`config.mk`:
```
export PLATFORM = sky130hd
export DESIGN_NAME = id_ex_reg
export DESIGN_NICKNAME = d
export VERILOG_FILES = /design/src/rtl/id_ex_reg.sv
export SDC_FILE = /design/constraint.sdc
export NUM_CORES = 1
export LEC_CHECK = 0
export ABC_AREA = 1
export CORE_MARGIN = 4
export CORE_UTILIZATION = 43
export CTS_CLUSTER_DIAMETER = 40
export DETAILED_ROUTE_END_ITERATION = 16
export GPL_TIMING_DRIVEN = 0
export PLACE_DENSITY = 0.78
export SLEW_MARGIN = 10
export SYNTH_ARGS = -nofsm -noshare
export SYNTH_HDL_FRONTEND = slang
export SYNTH_SLANG_ARGS = --single-unit
```
`constraint.sdc`:
```
create_clock -name clk -period 1.86 [get_ports clk]
set_input_delay 0.372 -clock clk [delete_from_list [all_inputs] [get_ports clk]]
set_output_delay 0.372 -clock clk [all_outputs]
set_load 0.005 [all_outputs]
```
`src/rtl/id_ex_reg.sv`:
```
// ID/EX pipeline register with load-use hazard detection and bubble insertion.
// Optional bubble counter is built only when ID_EX_PERF_EN is defined.
module id_ex_reg #(
    parameter int XLEN = 32
) (
    input  logic            clk,
    input  logic            rst_n,
    input  logic            stall_i,
    input  logic            flush_i,
    input  logic            id_valid,
    input  logic [XLEN-1:0] id_pc,
    input  logic [XLEN-1:0] id_rs1_data,
    input  logic [XLEN-1:0] id_rs2_data,
    input  logic [XLEN-1:0] id_imm,
    input  logic [4:0]      id_rs1,
    input  logic [4:0]      id_rs2,
    input  logic [4:0]      id_rd,
    input  logic [1:0]      id_ALUOp,
    input  logic [2:0]      id_Funct3,
    input  logic [6:0]      id_Funct7,
    input  logic            id_RegWrite,
    input  logic            id_MemRead,
    input  logic            id_MemWrite,
    input  logic            id_MemtoReg,
    input  logic            id_ALUSrc,
    input  logic            id_Branch,
    output logic            ex_valid,
    output logic [XLEN-1:0] ex_pc,
    output logic [XLEN-1:0] ex_rs1_data,
    output logic [XLEN-1:0] ex_rs2_data,
    output logic [XLEN-1:0] ex_imm,
    output logic [4:0]      ex_rs1,
    output logic [4:0]      ex_rs2,
    output logic [4:0]      ex_rd,
    output logic [1:0]      ex_ALUOp,
    output logic [2:0]      ex_Funct3,
    output logic [6:0]      ex_Funct7,
    output logic            ex_RegWrite,
    output logic            ex_MemRead,
    output logic            ex_MemWrite,
    output logic            ex_MemtoReg,
    output logic            ex_ALUSrc,
    output logic            ex_Branch,
    output logic            ld_use_stall_o,
    output logic [15:0]     bubble_cnt_o
);

    // A bubble is the all-zero value of this struct.
    typedef struct packed {
        logic            valid;
        logic [XLEN-1:0] pc;
        logic [XLEN-1:0] rs1_data;
        logic [XLEN-1:0] rs2_data;
        logic [XLEN-1:0] imm;
        logic [4:0]      rs1;
        logic [4:0]      rs2;
        logic [4:0]      rd;
        logic [1:0]      alu_op;
        logic [2:0]      funct3;
        logic [6:0]      funct7;
        logic            reg_write;
        logic            mem_read;
        logic            mem_write;
        logic            mem_to_reg;
        logic            alu_src;
        logic            branch;
    } pipe_t;

    pipe_t pipe_q;
    pipe_t pipe_d;
    logic  bubble_load;

    assign ld_use_stall_o = id_valid & pipe_q.valid & pipe_q.mem_read &
                            (pipe_q.rd != 5'd0) &
                            ((pipe_q.rd == id_rs1) | (pipe_q.rd == id_rs2));

    // Per edge: flush beats stall, stall beats hazard, hazard beats a normal load.
    // A hazard seen under stall stays asserted and becomes a bubble once stall drops.
    always_comb begin
        pipe_d      = pipe_q;
        bubble_load = 1'b0;
        if (flush_i) begin
            pipe_d      = '0;
            bubble_load = 1'b1;
        end else if (stall_i) begin
            pipe_d = pipe_q;
        end else if (ld_use_stall_o) begin
            pipe_d      = '0;
            bubble_load = 1'b1;
        end else if (!id_valid) begin
            pipe_d = '0;
        end else begin
            pipe_d = '{valid: 1'b1, pc: id_pc, rs1_data: id_rs1_data,
                       rs2_data: id_rs2_data, imm: id_imm, rs1: id_rs1,
                       rs2: id_rs2, rd: id_rd, alu_op: id_ALUOp,
                       funct3: id_Funct3, funct7: id_Funct7,
                       reg_write: id_RegWrite, mem_read: id_MemRead,
                       mem_write: id_MemWrite, mem_to_reg: id_MemtoReg,
                       alu_src: id_ALUSrc, branch: id_Branch};
        end
    end

    always_ff @(posedge clk or negedge rst_n) begin
        if (!rst_n) begin
            pipe_q <= '0;
        end else begin
            pipe_q <= pipe_d;
        end
    end

    assign ex_valid    = pipe_q.valid;
    assign ex_pc       = pipe_q.pc;
    assign ex_rs1_data = pipe_q.rs1_data;
    assign ex_rs2_data = pipe_q.rs2_data;
    assign ex_imm      = pipe_q.imm;
    assign ex_rs1      = pipe_q.rs1;
    assign ex_rs2      = pipe_q.rs2;
    assign ex_rd       = pipe_q.rd;
    assign ex_ALUOp    = pipe_q.alu_op;
    assign ex_Funct3   = pipe_q.funct3;
    assign ex_Funct7   = pipe_q.funct7;
    assign ex_RegWrite = pipe_q.reg_write;
    assign ex_MemRead  = pipe_q.mem_read;
    assign ex_MemWrite = pipe_q.mem_write;
    assign ex_MemtoReg = pipe_q.mem_to_reg;
    assign ex_ALUSrc   = pipe_q.alu_src;
    assign ex_Branch   = pipe_q.branch;

`ifdef ID_EX_PERF_EN
    logic [15:0] bubble_cnt_q;
    logic [15:0] bubble_cnt_d;

    // Saturating: the count sticks at all-ones instead of wrapping.
    always_comb begin
        bubble_cnt_d = bubble_cnt_q;
        if (bubble_load && (bubble_cnt_q != 16'hFFFF)) begin
            bubble_cnt_d = bubble_cnt_q + 16'd1;
        end
    end

    always_ff @(posedge clk or negedge rst_n) begin
        if (!rst_n) begin
            bubble_cnt_q <= 16'd0;
        end else begin
            bubble_cnt_q <= bubble_cnt_d;
        end
    end

    assign bubble_cnt_o = bubble_cnt_q;
`else
    logic unused_bubble_load;
    assign unused_bubble_load = bubble_load;
    assign bubble_cnt_o       = 16'd0;
`endif

endmodule
```
==> results.md, run 1 <==
* Worst-margin pin slew at 566 ps
* Post-Synth Adder-Cell Area at 0%
* Required time of the critical path at roughly 1500 ps
* FF-to-FF Start: ex_rd[0]
* F_max at around 530 MHz
* Final setup violation count at 1
* Total die area at 21500 sq um
* Sequential area share after synthesis at between 40 and 50%
* PortBufs at 328
* Largest net degree at the start of global routing at 93
* CTS tree: built
* Synth Area in Simple Gates at about 37%
* Total power at 9.19 mW
* Syn Std Cell Area at 8270 sq um
* WS Path Type: flip-flop to output port
* Routed vias/inst at between 4 and 5
* Post-Syn Instances at 1105
* Vias in the first global route at around 8000
* Synth Warn # at 0
* DR WL/cell at 15.3 microns
* Tightest Hold Check Type: input pin to flip-flop
* Pwr per Cell Area at roughly 720 nW/um^2
* Overflow after GRT at 0
* Peak VDD IR at 0.000582 V
* Initial DRC count at 419
* Leakage Power at 6.82 nW
* Type of origin of the critical path: flip-flop
* Worst setup margin at -33.3 ps
* Floorplan Core Area at 18800 sq um
* Hold Startpoint: id_rs1[0]
* Gpl congestion at 0.850
* Worst Setup SP: ex_rd[0]
* Clock-pin slew on the worst setup and hold paths at 70 ps
* Sum of negative setup slack at -33.3 ps
* Min Hold Slack at 471 ps
* Die H at 147 microns
* Final hold viol count at 0
* Post-route DRC at 0
* CTS root buf: clkbuf_16
* Latest clock arrival within the worst-skew pair at approximately 420 ps
* RSZ-0062 raised after global routing: yes
* Vias at just over 8000
* XOR/XNOR Fraction of Synth Area at 0.212%
* Crit path max fanout at 6
* IO Count at around 350
* HPWL after DPL at about 20000 microns
* Total GRT Usage at between 20% and 30%
* Drt total wl at 26800 microns
* Yosys reg bits at 162
* Area Overhead vs Synth at 53.9%
* Depth of the most critical reg-to-reg path at 12
* Antenna violations before repair at 4
* Hold path depth at 5
* # H-tree levels at 4
* Rows at 50
* Minimum clock period at 1890 ps
* Layout cell share with drive strength beyond 1 at roughly an eighth
* Critical path endpoint category: output port
* Die W at 147 microns
* Clock buffer depth at 2
* Max-cap violation count at 0
* Status: complete, but fails checks
* Final worst clock skew at about 12 ps
* Library cells used by synthesis at 17
* Fin crit share at 102%
* Largest family of logic cells by synthesized area: simple AND/OR/NAND/NOR gates
* CTS buffer count at 17
* Slew Limit Fails at 0
* Starting Density at 43.9%
* Syn_area_per_cell at 7.48 sq um
* Compound-Gate Fraction of Synth Area at 0%
* DRT Pass-1 Iters at 5
* Multiplexer share of the synthesized area at 0%
* Final nets at 1640
* Failing checks: negative setup slack
* CTS sink cnt at 162
* Worst path arrival time at about 1500 ps
* First-pass GRT wire length at 42300 microns
* Final core occ at 67.5%
* Antenna-violating nets left at 0
* Relative slew slack at 62.3%
## critical path: stages, from the launching register on
cell	delay (ps)
dfrtp_2	450
nand2_2	90
clkinv_2	40
nor2_1	90
nor2_1	50
nand3_1	70
nand2_2	70
nand2_4	90
inv_2	40
buf_6	100
## per-stage QoR
step | instance area (sq um) | setup slack [ps] | cells
2_1_floorplan | 8320 | 355 | 1120
3_3_place_gp | 11900 | -6400 | 1708
3_5_place_dp | 12000 | -850 | 1709
4_1_cts | 12700 | -56.5 | 1746
5_1_grt | 12700 | -141 | 1750
6_report | 12700 | -33.3 | 1750
## cells in the mapped netlist
cell,number,area [sq um]
conb_1,1,3.75
xnor2_1,2,17.5
nand2_2,1,6.26
clkbuf_1,40,150
buf_6,8,90.1
nor2_2,1,6.26
nand4_1,2,12.5
buf_4,16,120
nand3_2,60,601
nand2_1,347,1300
nand3_1,104,521
clkinv_1,1,3.75
inv_2,5,18.8
nor2_1,169,634
buf_2,21,105
dfrtp_1,162,4050
inv_1,165,619
## logic make-up after synthesis
family,count (synthesis)
buf+inv,256
other cells,1
simple gates,684
flops,162
xor+xnor,2
## worst paths after layout
kind,end,slack [ps]
worst min-delay path,ex_rs1[0],470
worst min register to register,ex_pc[15],480
max in group asynchronous,ex_rs2_data[4],520
worst max register to register,ex_rs1_data[24],60
worst max-delay path,ld_use_stall_o,-30
min in group asynchronous,ex_Funct7[2],490
## layout by cell type, fill, tap and decap left out
| master | instances |
|---|---|
| nand2_1 | 344 |
| clkdlybuf4s50_1 | 318 |
| nor2_1 | 166 |
| inv_1 | 164 |
| dfrtp_1 | 159 |
| nand3_1 | 104 |
| nand3_2 | 60 |
| clkbuf_1 | 25 |
| buf_4 | 21 |
| buf_2 | 18 |
| clkbuf_16 | 17 |
| clkbuf_2 | 16 |
| conb_1 | 16 |
| buf_6 | 10 |
| dlygate4sd2_1 | 8 |
| inv_2 | 6 |
| clkinv_4 | 4 |
| bufinv_16 | 4 |
| diode_2 | 3 |
| nor2_2 | 3 |
| nand2_2 | 3 |
| clkbuf_8 | 3 |
| dfrtp_2 | 3 |
| xnor2_1 | 2 |
| clkinv_2 | 2 |
| nand4_1 | 2 |
| clkbuf_4 | 2 |
| nand2_4 | 1 |
| nor2_4 | 1 |
| inv_6 | 1 |
| clkinvlp_4 | 1 |
| dlygate4sd3_1 | 1 |
| buf_8 | 1 |
| buf_16 | 1 |
## layout make-up
class | instances | area, sq um
tap | 260 | 325
antenna | 3 | 7.51
timing repair buffer | 336 | 3370
buffer | 84 | 485
sequential | 162 | 4060
fill | 1578 | 6110
clock buffer | 21 | 470
multi-input combinational | 702 | 3190
clock inverter | 11 | 176
inverter | 171 | 643
## state kept, by name (all words and copies together) (netlist names), 2 cells and up
| name | count |
|---|---|
| ex_imm | 32 |
| ex_rs2 | 5 |
| ex_rs1_data | 32 |
| ex_Funct7 | 7 |
| ex_rs2_data | 32 |
| ex_rs1 | 5 |
| ex_pc | 32 |
| ex_rd | 5 |
| ex_Funct3 | 3 |
| ex_ALUOp | 2 |
## where the power goes
part           total, mW  internal, mW  switching, mW
logic               1.54         0.844          0.695
registers           3.82          3.70          0.116
clock network       3.83          2.37           1.46
total               9.19          6.92           2.27
## metal layers
metal | vias to the layer above | part of all wire (%) | global-route usage [%]
li1 | 4002 | - | -
met1 | 3760 | 39 | 29.3
met2 | 344 | 48 | 41.1
met3 | 43 | 10 | 9.03
met4 | 2 | 2.5 | 7.90
met5 | - | 0.049 | 0
## timing repair
item	CTS	global route
setup buffers	5	1
gates resized for setup	28	28
hold buffers	1	0
endpoints found under the setup margin	89	148
pin swaps	11	2
hold endpoints to repair	70	0
Power figures use the tool's default switching activity.
==> inputs of run 2 (changes only) <==
--- a/config.mk
+++ b/config.mk
@@ -6,6 +6,8 @@
 export NUM_CORES = 1
 export LEC_CHECK = 0
 export ABC_AREA = 1
+export CAP_MARGIN = 20
+export CORE_ASPECT_RATIO = 0.9
 export CORE_MARGIN = 4
 export CORE_UTILIZATION = 43
 export CTS_CLUSTER_DIAMETER = 40
==> results.md, run 2 (synthesized netlist as in run 1, its figures left out) <==
* Status: complete, but fails checks
* Failing checks: negative setup slack
* Routed vias/inst at 4.66 (about the same)
* Vias at 8070 (-0.99%)
* Crit path max fanout at 7 (+1)
* Most common cell after layout, fill and taps aside: nand2_1
* Die W at 154 microns (+5.1%)
* Final worst clock skew at 10.6 ps (-1.02 ps)
* Hold Startpoint: id_rs2[0]
* Pwr per Cell Area at 683 nW/um^2 (-5.5%)
* Floorplan Core Area at 18600 sq um (-1.0%)
* Drt total wl at 26700 microns (-0.47%)
* Worst path arrival time at 1590 ps (+70 ps)
* Tightest Hold Check Type: input pin to flip-flop
* F_max at 510 MHz (-3.4%)
* First-pass GRT wire length at 42300 microns (+0.21%)
* Final hold viol count at 0 (unchanged)
* WS Path Type: flip-flop to output port
* Crit path largest cell delay at 430 ps (-20 ps)
* CP delay by family, top: simple AND/OR/NAND/NOR gates
* Gpl congestion at 0.841 (-1.1%)
* Depth of the most critical reg-to-reg path at 12 (unchanged)
* Layout cell share with drive strength beyond 1 at 12.2% (+0.26 points)
* DRT Pass-1 Iters at 5 (unchanged)
* Type of origin of the critical path: flip-flop
* HPWL after DPL at 19800 microns (about the same)
* Max-cap violation count at 0 (unchanged)
* Min-Delay Endpoint: ex_rs2[0]
* Largest net degree at the start of global routing at 87 (-6.5%)
* Antenna violations before repair at 0 (-4)
* Total power at 8.61 mW (-6.3%)
* Die H at 140 microns (-4.9%)
* CP Cell Sequence: nand2_1 > inv_2 > nor2_1 > nor2_1 > nand3_1 > nand2_2 > nand2_4 > inv_2 > clkbuf_2
* CTS root buf: clkbuf_16
* Clock buffer depth at 2 (unchanged)
* Slew Limit Fails at 0 (unchanged)
* Overflow after GRT at 0 (unchanged)
* Minimum clock period at 1960 ps (+66.5 ps)
* Critical path endpoint category: output port
* Most frequent cells in the layout: nand2_1 (346), clkdlybuf4s50_1 (319), nor2_1 (167), inv_1 (164), dfrtp_1 (160)
* Antenna-violating nets left at 0 (unchanged)
* Reg2reg end: ex_rs2_data[18]
* Final setup violation count at 1 (unchanged)
* Peak VDD IR at 0.000520 V (-11%)
* Clock-pin slew on the worst setup and hold paths at 70 ps (about the same)
* IO Count at 345 (unchanged)
* Area Overhead vs Synth at 52.5%
* FF-to-FF Start: ex_rd[0]
* Rows at 47 (-6.0%)
* Total GRT Usage at 24.6% (+0.037 points)
* DR WL/cell at 15.4 microns (+0.51%)
* Reg2reg setup slack at 20 ps (-40 ps)
* Leakage Power at 6.81 nW (about the same)
* Post-route DRC at 0 (unchanged)
* # H-tree levels at 4 (unchanged)
* Relative slew slack at 59.2% (-3.1 points)
* Worst setup margin at -99.8 ps (-66.5 ps)
* RSZ-0062 raised after global routing: yes
* Fin crit share at 105% (+3.6 points)
* Sum of negative setup slack at -99.8 ps (-66.5 ps)
* Diode count at 0 (-3)
* Total die area at 21500 sq um (about the same)
* CTS sink cnt at 162 (unchanged)
* Starting Density at 44.3% (+0.44 points)
* Finished Layout Cells at 1733 (-0.97%)
* Hold path depth at 5 (unchanged)
* PortBufs at 328 (unchanged)
* Cell count after placement at 1694 (-0.88%)
* Vias in the first global route at 8032 (-0.21%)
* Initial DRC count at 433 (+3.3%)
* Latest clock arrival within the worst-skew pair at 420 ps (about the same)
* Final nets at 1641 (+0.061%)
* Worst-margin pin slew at 612 ps (+46.0 ps)
* Required time of the critical path at 1490 ps (about the same)
* WP buf/inv at 3 (unchanged)
* Critical path's slowest cell: dfrtp_2
* CTS buffer count at 17 (unchanged)
* CTS tree: built
run 2: cell types whose count changed in the layout (fill, tap and decap cells not counted), sizes merged, moves of 2 or more:
cell / previous run / this run
diode: 3 / 0
dlygate4sd2: 8 / 4
dlymetal6s2s: 0 / 2
bufinv: 4 / 0
inv: 171 / 177
clkinvlp: 1 / 3
run 2: what timing repair did:
item / in CTS / in global routing
setup endpoints to repair: 134 / 158
pin swaps: 4 / 7
hold buffers: 1 / 0
endpoints found under the hold margin: 76 / 0
setup buffers: 4 / 3
gates resized for setup: 19 / 42
run 2: worst min-delay path, delay by kind of cell:
kind,cells,cell delay (ps)
buffers and inverters,2,210
AND/OR/NAND/NOR,3,150
run 2: worst max path at each step:
stage / cells past startpoint / endpoint / from
finish: 9 / ld_use_stall_o / ex_rd[0]
global route: 8 / ld_use_stall_o / ex_rd[0]
CTS: 9 / ld_use_stall_o / ex_rd[0]
detailed placement: 11 / ld_use_stall_o / id_rs1[3]
global placement: 1 / ex_rs1_data[21] / rst_n
floorplan: 9 / ld_use_stall_o / ex_rd[0]
run 2: per-stage QoR:
| stage | hold WS [ps] | area [sq um] | utilization, % | worst slack, ps |
|---|---|---|---|---|
| global route | 355 | 12600 | 67.6 | -197 |
| detailed placement | 383 | 11900 | 64.1 | -876 |
| global placement | 462 | 11900 | 63.9 | -6390 |
| floorplan | 76.4 | 8320 | - | 355 |
| finish | 350 | 12600 | 67.6 | -99.8 |
| CTS | 459 | 12500 | 67.3 | -219 |
run 2: routing by layer:
layer	GRT usage (%)	part of all wire (%)	vias to the layer above
li1	-	-	3992
met1	29.8	40	3710
met2	40.9	48	335
met3	8.94	9.9	33
met4	7.71	2.1	0
met5	0	0	-
run 2: cell type report:
cell class / instances / area (sq um)
buffer: 84 / 499
clock buffer: 18 / 439
clock inverter: 14 / 104
fill: 1561 / 6040
inverter: 171 / 642
multi-input combinational: 702 / 3180
sequential: 162 / 4060
tap: 245 / 307
timing repair buffer: 337 / 3370
run 2: where the power goes:
part | switching [mW] | internal, mW
registers | 0.113 | 3.70
clock network | 1.48 | 1.76
logic | 0.699 | 0.849
total | 2.30 | 6.31
